## src/rtl/pulse_cmd_fifo.sv

```systemverilog
// Timed pulse-command queue: buffers commands tagged with a qclk timestamp and
// releases each one, in FIFO order, with a one-cycle strobe once qclk reaches it.
module pulse_cmd_fifo #(
    parameter int CMD_WIDTH  = 64,
    parameter int TIME_WIDTH = 32,
    parameter int DEPTH      = 8,
    parameter int ADDR_WIDTH = 3
) (
    input  logic                  clk,
    input  logic                  reset,
    input  logic [TIME_WIDTH-1:0] qclk_val,
    input  logic                  wr_en,
    input  logic [CMD_WIDTH-1:0]  wr_cmd,
    input  logic [TIME_WIDTH-1:0] wr_time,
    input  logic                  flush,
    output logic                  full,
    output logic                  empty,
    output logic [ADDR_WIDTH:0]   count,
    output logic [CMD_WIDTH-1:0]  pulse_cmd,
    output logic                  pulse_valid,
    output logic                  late_err,
    output logic                  overflow_err
);

    localparam logic [ADDR_WIDTH:0] FULL_COUNT = DEPTH[ADDR_WIDTH:0];

    typedef enum logic [1:0] {ST_EMPTY, ST_WAIT, ST_FIRE} state_t;

    state_t                  state_reg, state_next, ctrl_state;
    logic [CMD_WIDTH-1:0]    cmd_mem  [DEPTH];
    logic [TIME_WIDTH-1:0]   time_mem [DEPTH];
    logic [ADDR_WIDTH-1:0]   rd_ptr_reg, wr_ptr_reg;
    logic [ADDR_WIDTH:0]     count_reg;
    logic [CMD_WIDTH-1:0]    pulse_cmd_reg;
    logic                    pulse_valid_reg, late_err_reg, overflow_err_reg;

    logic [TIME_WIDTH-1:0]   head_diff;
    logic                    head_late, head_due;
    logic                    fire, push_ok, overflow_set;

    // Wrap-safe compare: the sign bit of (head_time - qclk) says the head is overdue.
    assign head_diff = time_mem[rd_ptr_reg] - qclk_val;
    assign head_late = head_diff[TIME_WIDTH-1];
    assign head_due  = head_late || (head_diff == '0);

    always_comb begin
        ctrl_state   = state_reg;
        state_next   = state_reg;
        fire         = 1'b0;
        push_ok      = 1'b0;
        overflow_set = 1'b0;
        if (state_reg == ST_WAIT && head_due && !flush) begin
            ctrl_state = ST_FIRE;
        end
        unique case (ctrl_state)
            ST_EMPTY: begin
                push_ok = wr_en && !flush;
                if (push_ok) begin
                    state_next = ST_WAIT;
                end
            end
            ST_WAIT: begin
                push_ok      = wr_en && !flush && (count_reg != FULL_COUNT);
                overflow_set = wr_en && !flush && (count_reg == FULL_COUNT);
            end
            ST_FIRE: begin
                fire    = 1'b1;
                push_ok = wr_en;
                if (count_reg == 1 && !wr_en) begin
                    state_next = ST_EMPTY;
                end
            end
            default: state_next = ST_EMPTY;
        endcase
        if (flush) begin
            state_next = ST_EMPTY;
        end
    end

    always_ff @(posedge clk) begin
        if (!reset) begin
            state_reg        <= ST_EMPTY;
            rd_ptr_reg       <= '0;
            wr_ptr_reg       <= '0;
            count_reg        <= '0;
            pulse_cmd_reg    <= '0;
            pulse_valid_reg  <= 1'b0;
            late_err_reg     <= 1'b0;
            overflow_err_reg <= 1'b0;
        end else if (flush) begin
            state_reg        <= ST_EMPTY;
            rd_ptr_reg       <= '0;
            wr_ptr_reg       <= '0;
            count_reg        <= '0;
            pulse_valid_reg  <= 1'b0;
            late_err_reg     <= 1'b0;
            overflow_err_reg <= 1'b0;
        end else begin
            state_reg       <= state_next;
            pulse_valid_reg <= fire;
            if (fire) begin
                pulse_cmd_reg <= cmd_mem[rd_ptr_reg];
                rd_ptr_reg    <= rd_ptr_reg + 1'b1;
                if (head_late) begin
                    late_err_reg <= 1'b1;
                end
            end
            if (push_ok) begin
                wr_ptr_reg <= wr_ptr_reg + 1'b1;
            end
            if (push_ok && !fire) begin
                count_reg <= count_reg + 1'b1;
            end else if (fire && !push_ok) begin
                count_reg <= count_reg - 1'b1;
            end
            if (overflow_set) begin
                overflow_err_reg <= 1'b1;
            end
        end
    end

    // Storage is never reset so it can map onto RAM.
    always_ff @(posedge clk) begin
        if (push_ok && reset) begin
            cmd_mem[wr_ptr_reg]  <= wr_cmd;
            time_mem[wr_ptr_reg] <= wr_time;
        end
    end

    assign full         = (count_reg == FULL_COUNT);
    assign empty        = (count_reg == '0);
    assign count        = count_reg;
    assign pulse_cmd    = pulse_cmd_reg;
    assign pulse_valid  = pulse_valid_reg;
    assign late_err     = late_err_reg;
    assign overflow_err = overflow_err_reg;

endmodule
```

## config.mk

```make
export PLATFORM = sky130hd
export DESIGN_NAME = pulse_cmd_fifo
export DESIGN_NICKNAME = d
export VERILOG_FILES = /design/src/rtl/pulse_cmd_fifo.sv
export SDC_FILE = /design/constraint.sdc
export NUM_CORES = 1
export LEC_CHECK = 0
export BUFFER_PORTS_ARGS = -buffer_cell sky130_fd_sc_hd__buf_4
export CORE_MARGIN = 1
export CORE_UTILIZATION = 45
export CTS_CLUSTER_SIZE = 14
export DETAILED_ROUTE_END_ITERATION = 8
export SYNTH_ARGS = -nofsm -noshare
export SYNTH_HDL_FRONTEND = slang
export SYNTH_SLANG_ARGS = --single-unit
export TNS_END_PERCENT = 1
```

## constraint.sdc

```tcl
create_clock -name clk -period 6.5 [get_ports clk]
set_input_delay 0.325 -clock clk [delete_from_list [all_inputs] [get_ports clk]]
set_output_delay 0.325 -clock clk [all_outputs]
set_load 0.02 [all_outputs]
```

Word-level counts from Yosys, hierarchy flattened --
Memory sizes are Yosys's and may differ from the RTL's. A register that Yosys moved wholly into a read port is not among the register bits. Index checks and enable logic that the tools add are counted.
Storage, ports and cells: register bits after elaboration 15, memory bits (writable) 768, bits of input ports 132, logic and storage cells 61, memories 2
Memories:
- cmd_mem | depth 8, bits a word 64, read ports 1, clocked after memory_dff 1, wr ports 1, line 30 | logic [CMD_WIDTH-1:0] cmd_mem [DEPTH];
- time_mem | depth 8, bits a word 32, read ports 1, clocked after memory_dff 1, wr ports 1, line 31 | logic [TIME_WIDTH-1:0] time_mem [DEPTH];
Operators by class: $add $sub $neg 5, eq/ne operators 8, multiplexer cells 13, bitwise logic cells 3, reduce and logical (&&, ||, !) cells 23
Operators by type and width (count):
- 32-bit zero test | 1
- 32-bit subtractor | 1
- 1-bit logical AND | 9
- 4-bit two-way mux | 2
- 3-bit by 1-bit adder with 3-bit output (second input constant) | 2
- 2-bit two-way mux | 3
- 3-bit two-way mux | 2
- 2-bit one-hot mux with 3 select lines | 1
- 1-bit zero test | 5
- 4-bit by 1-bit adder with 4-bit output (second input constant) | 1
- 2-bit by 1-bit equality test with 1-bit output (second input constant) | 2
- 4-bit by 1-bit equality test with 1-bit output (second input constant) | 1
- 4-bit equality test (second input constant) | 1
- 4-bit zero test | 1
- 1-bit two-way mux | 4
- 2-bit inequality test (second input constant) | 2
- 4-bit inequality test (second input constant) | 1
- 2-bit AND reduction | 2
- 4-bit by 1-bit subtractor with 4-bit output (second input constant) | 1
- 1-bit NOT | 3
- 1-bit one-hot mux with 3 select lines | 1
- 3-bit AND reduction | 1
- 2-bit equality test (second input constant) | 1
- 2-bit zero test | 1
- 3 further kinds | 3

Logic depth before layout (Yosys ltp) --
depth in word-level cells 12, mapped depth 23, gate-level depth less buffers 19

Worst setup path after synthesis --
Ideal clock, no wire load.
path kind register -> register, start register (tool-made name), end memory cmd_mem[0][0], enable pin, data arrival time 6.593 ns, setup slack -0.559 ns, cell stages (with the launch flop) 18, buffers on the path 4, period minus slack after synthesis 7.059 ns, path through dfxtp_1 > buf_2 > buf_1 > mux4_2 > mux2_2 > ha_1 > clkbuf_1 > nand2_1 > nor4_1 > nand3_1 > a31oi_1 > a211oi_2 > xnor2_1 > nor4_2 > nand4_1 > a21oi_1 > buf_2 > and3b_1
RTL lines (line):
- end: declaration | 30

==> key figures <==
STA
  – Hold Fails Final Rpt: 0
  – Hold_ws: 0.04478 ns
  – Worst-Margin Slew: 0.9628 ns
  – Worst Skew: 0.04137 ns
  – Relative slew slack: 35.81%
  – Final setup fails: 0
  – Max Freq: 0.1689 GHz
  – Post-layout min period: 5.922 ns
  – Final period utilization: 91.11%
  – RSZ-0062 raised after global routing: no
  – Slew Viols, Final: 0

Worst setup path
  – Reg-to-reg endpoint: cmd_mem[2][49]
  – Crit path arrival time: 6.24 ns
  – Critical path data required time: 6.82 ns
  – CP Cell Sequence: buf_4 > mux4_2 > mux2_2 > ha_1 > nand2_1 > nor4_1 > nand3_1 > a31oi_1 > a211oi_2 > xnor2_1 > nor4_2 > nand4_1 > a21oi_1 > buf_4 > and3b_4 > buf_4
  – CP max stage delay: 0.70 ns
  – Critical Path Start Type: flop
  – Critical path type: flop to flop
  – Worst Reg-to-Reg Cells: 16
  – Top Family by Delay on Critical Path: simple AND/OR/NAND/NOR gates
  – CP max stage cell: dfxtp_4
  – Reg2Reg Setup Slack: 0.58 ns
  – Cell mode on critical path: buf_4
  – Critical Path End Type: flop
  – Buf/Inv on CP: 3
  – Maximum fanout along the worst path: 26

Cells and area
  – Filler instances: 5840
  – Area of the multi-input gates: 8947 um2
  – Fin util: 55.05%
  – Share of layout cells above drive strength 1: 30.77%
  – Synth-to-Final Area Change: 20.42%
  – FF/Latch Area: 24700 um2
  – Max FFs per register: 512
  – Nets: 2295

Floorplanning
  – Die H: 277.9 um
  – Die W: 277.9 um
  – Die Area: 77250 um2
  – Initial core utilization: 45.71%
  – Core Footprint: 74950 um2
  – I/O Pins: 205
  – Row count: 100

Global route
  – Initial antenna violation count: 4
  – All-Layer GR Usage: 20.71%
  – Vias in the first global route: 18.92k
  – First-pass GRT wire length: 119400 um
  – Largest net degree at the start of global routing: 93
  – Grt total ovfl: 0

CTS
  – CTS tree: yes
  – Post-CTS sizing: 0
  – Sink Count: 849
  – Root buf cell: clkbuf_16
  – Cts bufs inserted: 87
  – CTS clk-pin slew, worst paths: 0.06 ns
  – Number of setup buffers added after CTS: 0
  – Clk_lat worst skew: 0.65 ns
  – Longest Clk Path Bufs: 3
  – H-Tree Depth: 3

Hold path
  – Hold Startpoint: wr_en
  – Worst hold path class: primary input to flop
  – Min-Delay Endpoint: state_reg[0]
  – Worst hold path cell count: 3

Place
  – Gpl congestion: 0.9122
  – Port Buf Inserts: 204
  – Detail Placement HPWL: 47760 um

Synthesis
  – Most frequent cell after synthesis: edfxtp_1
  – Top post-synthesis cells by area: edfxtp_1 67%, mux4_2 13%, dfxtp_1 4.7%, mux2i_1 2.2%, a211oi_2 1.5%
  – Post-synth top cells: 768 x edfxtp_1, 192 x mux4_2, 81 x dfxtp_1
  – Mapped Cells: 1797
  – Post-synth EDFFs: 768
  – Mapped cell area: 34260 um2
  – Synth top area share: 67.31%
  – Seq/Total Area, Yosys: 72.04%
  – Ys async rst share: 0%
  – Cell taking the most area after synthesis: edfxtp_1
  – Netlist cell types: 65
  – Yosys warning total: 0
  – Mapped Nets: 1967
  – Top FF cell, synth: edfxtp_1
  – #FFs+latches synth: 849
  – Syn avg cell area: 19.07 um2

Power
  – Peak VDD IR: 200.2 uV
  – Leak pwr: 13.33 nW
  – Power Dens Cells: 282.8 nW/um2

Drt
  – Via count: 17.93k
  – DRT Pass-1 Iters: 5
  – Vias per cell: 5.650
  – Routed wire length: 79010 um
  – Avg WL per Cell: 24.89 um
  – DRT iter0 DRCs: 1572
  – Routed Antenna Nets: 0
  – DRC viols: 0

Run status
  – Outcome: complete, no violations

Flow run
  – Max Cap Viol: 0
-- cells by family (layout without fill, tap and decap cells) --
family | after synthesis | in the layout | share of synthesized area [%]
AOI/OAI and AO/OA | 192 | 192 | 4.499
xor gates and xnor gates | 19 | 19 | 0.4857
adders and majority gates | 38 | 38 | 1.410
buffers and inverters | 148 | 551 | 1.968
DFF | 849 | 849 | 72.04
muxes | 297 | 297 | 15.80
other | 0 | 5 | 0
and+or+nand+nor | 254 | 254 | 3.791
-- metrics by stage --
stage | instances | setup TNS (ns) | cell area, um2 | power (W) | worst slack, ns
floorplan | 1797 | -352.98 | 34260 | 0.006408 | -0.5591
global placement | 2909 | 0 | 37300 | 0.006648 | 0.4600
detailed placement | 2909 | 0 | 37300 | 0.006656 | 0.5112
CTS | 3169 | 0 | 41240 | 0.01179 | 0.4717
global route | 3171 | 0 | 41250 | 0.01203 | 0.2347
finish | 3174 | 0 | 41260 | 0.01167 | 0.5781
-- how the worst max path moves through the flow --
| stage | start | to | slack [ns] | cells past startpoint |
|---|---|---|---|---|
| floorplan | flop | cmd_mem[2][0] | -0.56 | 17 |
| global placement | flop | cmd_mem[2][63] | 0.46 | 16 |
| detailed placement | flop | cmd_mem[2][40] | 0.51 | 16 |
| CTS | flop | cmd_mem[2][44] | 0.47 | 16 |
| global route | flop | cmd_mem[2][44] | 0.23 | 16 |
| finish | flop | cmd_mem[2][49] | 0.58 | 16 |
-- final cells by class --
cell class,instances,area share [%]
clock buffer,120,6.026
inverter,43,0.3942
multi-input combinational,800,21.69
tap,969,2.939
clock inverter,44,1.210
timing repair buffer,344,7.843
antenna,5,0.03033
sequential,849,59.87
-- tightest hold or removal path: stages --
cell and delay (ns):
buf_4 0.12, o21ai_0 0.08, a21oi_1 0.10
-- metal layers --
metal / vias up / part of all wire [%] / global-route usage (%)
li1: 8040 / - / -
met1: 9381 / 44 / 29.04
met2: 413 / 49 / 33.83
met3: 95 / 4.9 / 3.971
met4: 4 / 1.6 / 4.392
met5: - / 0.034 / 0
-- power breakdown --
part           switching, W  leakage (nW)  internal [W]
Sequential        0.0000194          7.58       0.00598
Clock               0.00209          1.46       0.00299
Combinational      0.000339          4.29      0.000252
Total               0.00245          13.3       0.00922
-- repair_timing --
item | in CTS | in global routing
hold buffers | 96 | 0
endpoints found under the hold margin | 768 | 0
setup endpoints to repair | 0 | 0
-- cell usage in the layout, fill, tap and decap left out, types with 5 or more instances in the layout --
master,count
a21o_1,11
edfxtp_1,768
clkbuf_1,19
clkinv_2,18
nor2_1,45
dfxtp_1,75
dlygate4sd3_1,96
ha_1,37
clkbuf_8,10
nand2b_1,5
a211oi_2,41
clkbuf_16,91
or3_1,5
or2_2,6
bufinv_16,7
nor3_1,79
nand4_1,19
o21ai_0,15
buf_4,215
mux4_2,192
a21oi_1,43
nand3_1,13
inv_1,41
a211oi_1,29
buf_12,33
mux2i_1,74
o21a_1,9
diode_2,5
nand2_1,46
clkinv_1,11
nor4_1,7
xnor2_1,7
o211ai_1,7
o21ai_1,8
mux2_2,31
xor2_1,12
Note: power is estimated with default switching activity, not from simulation.
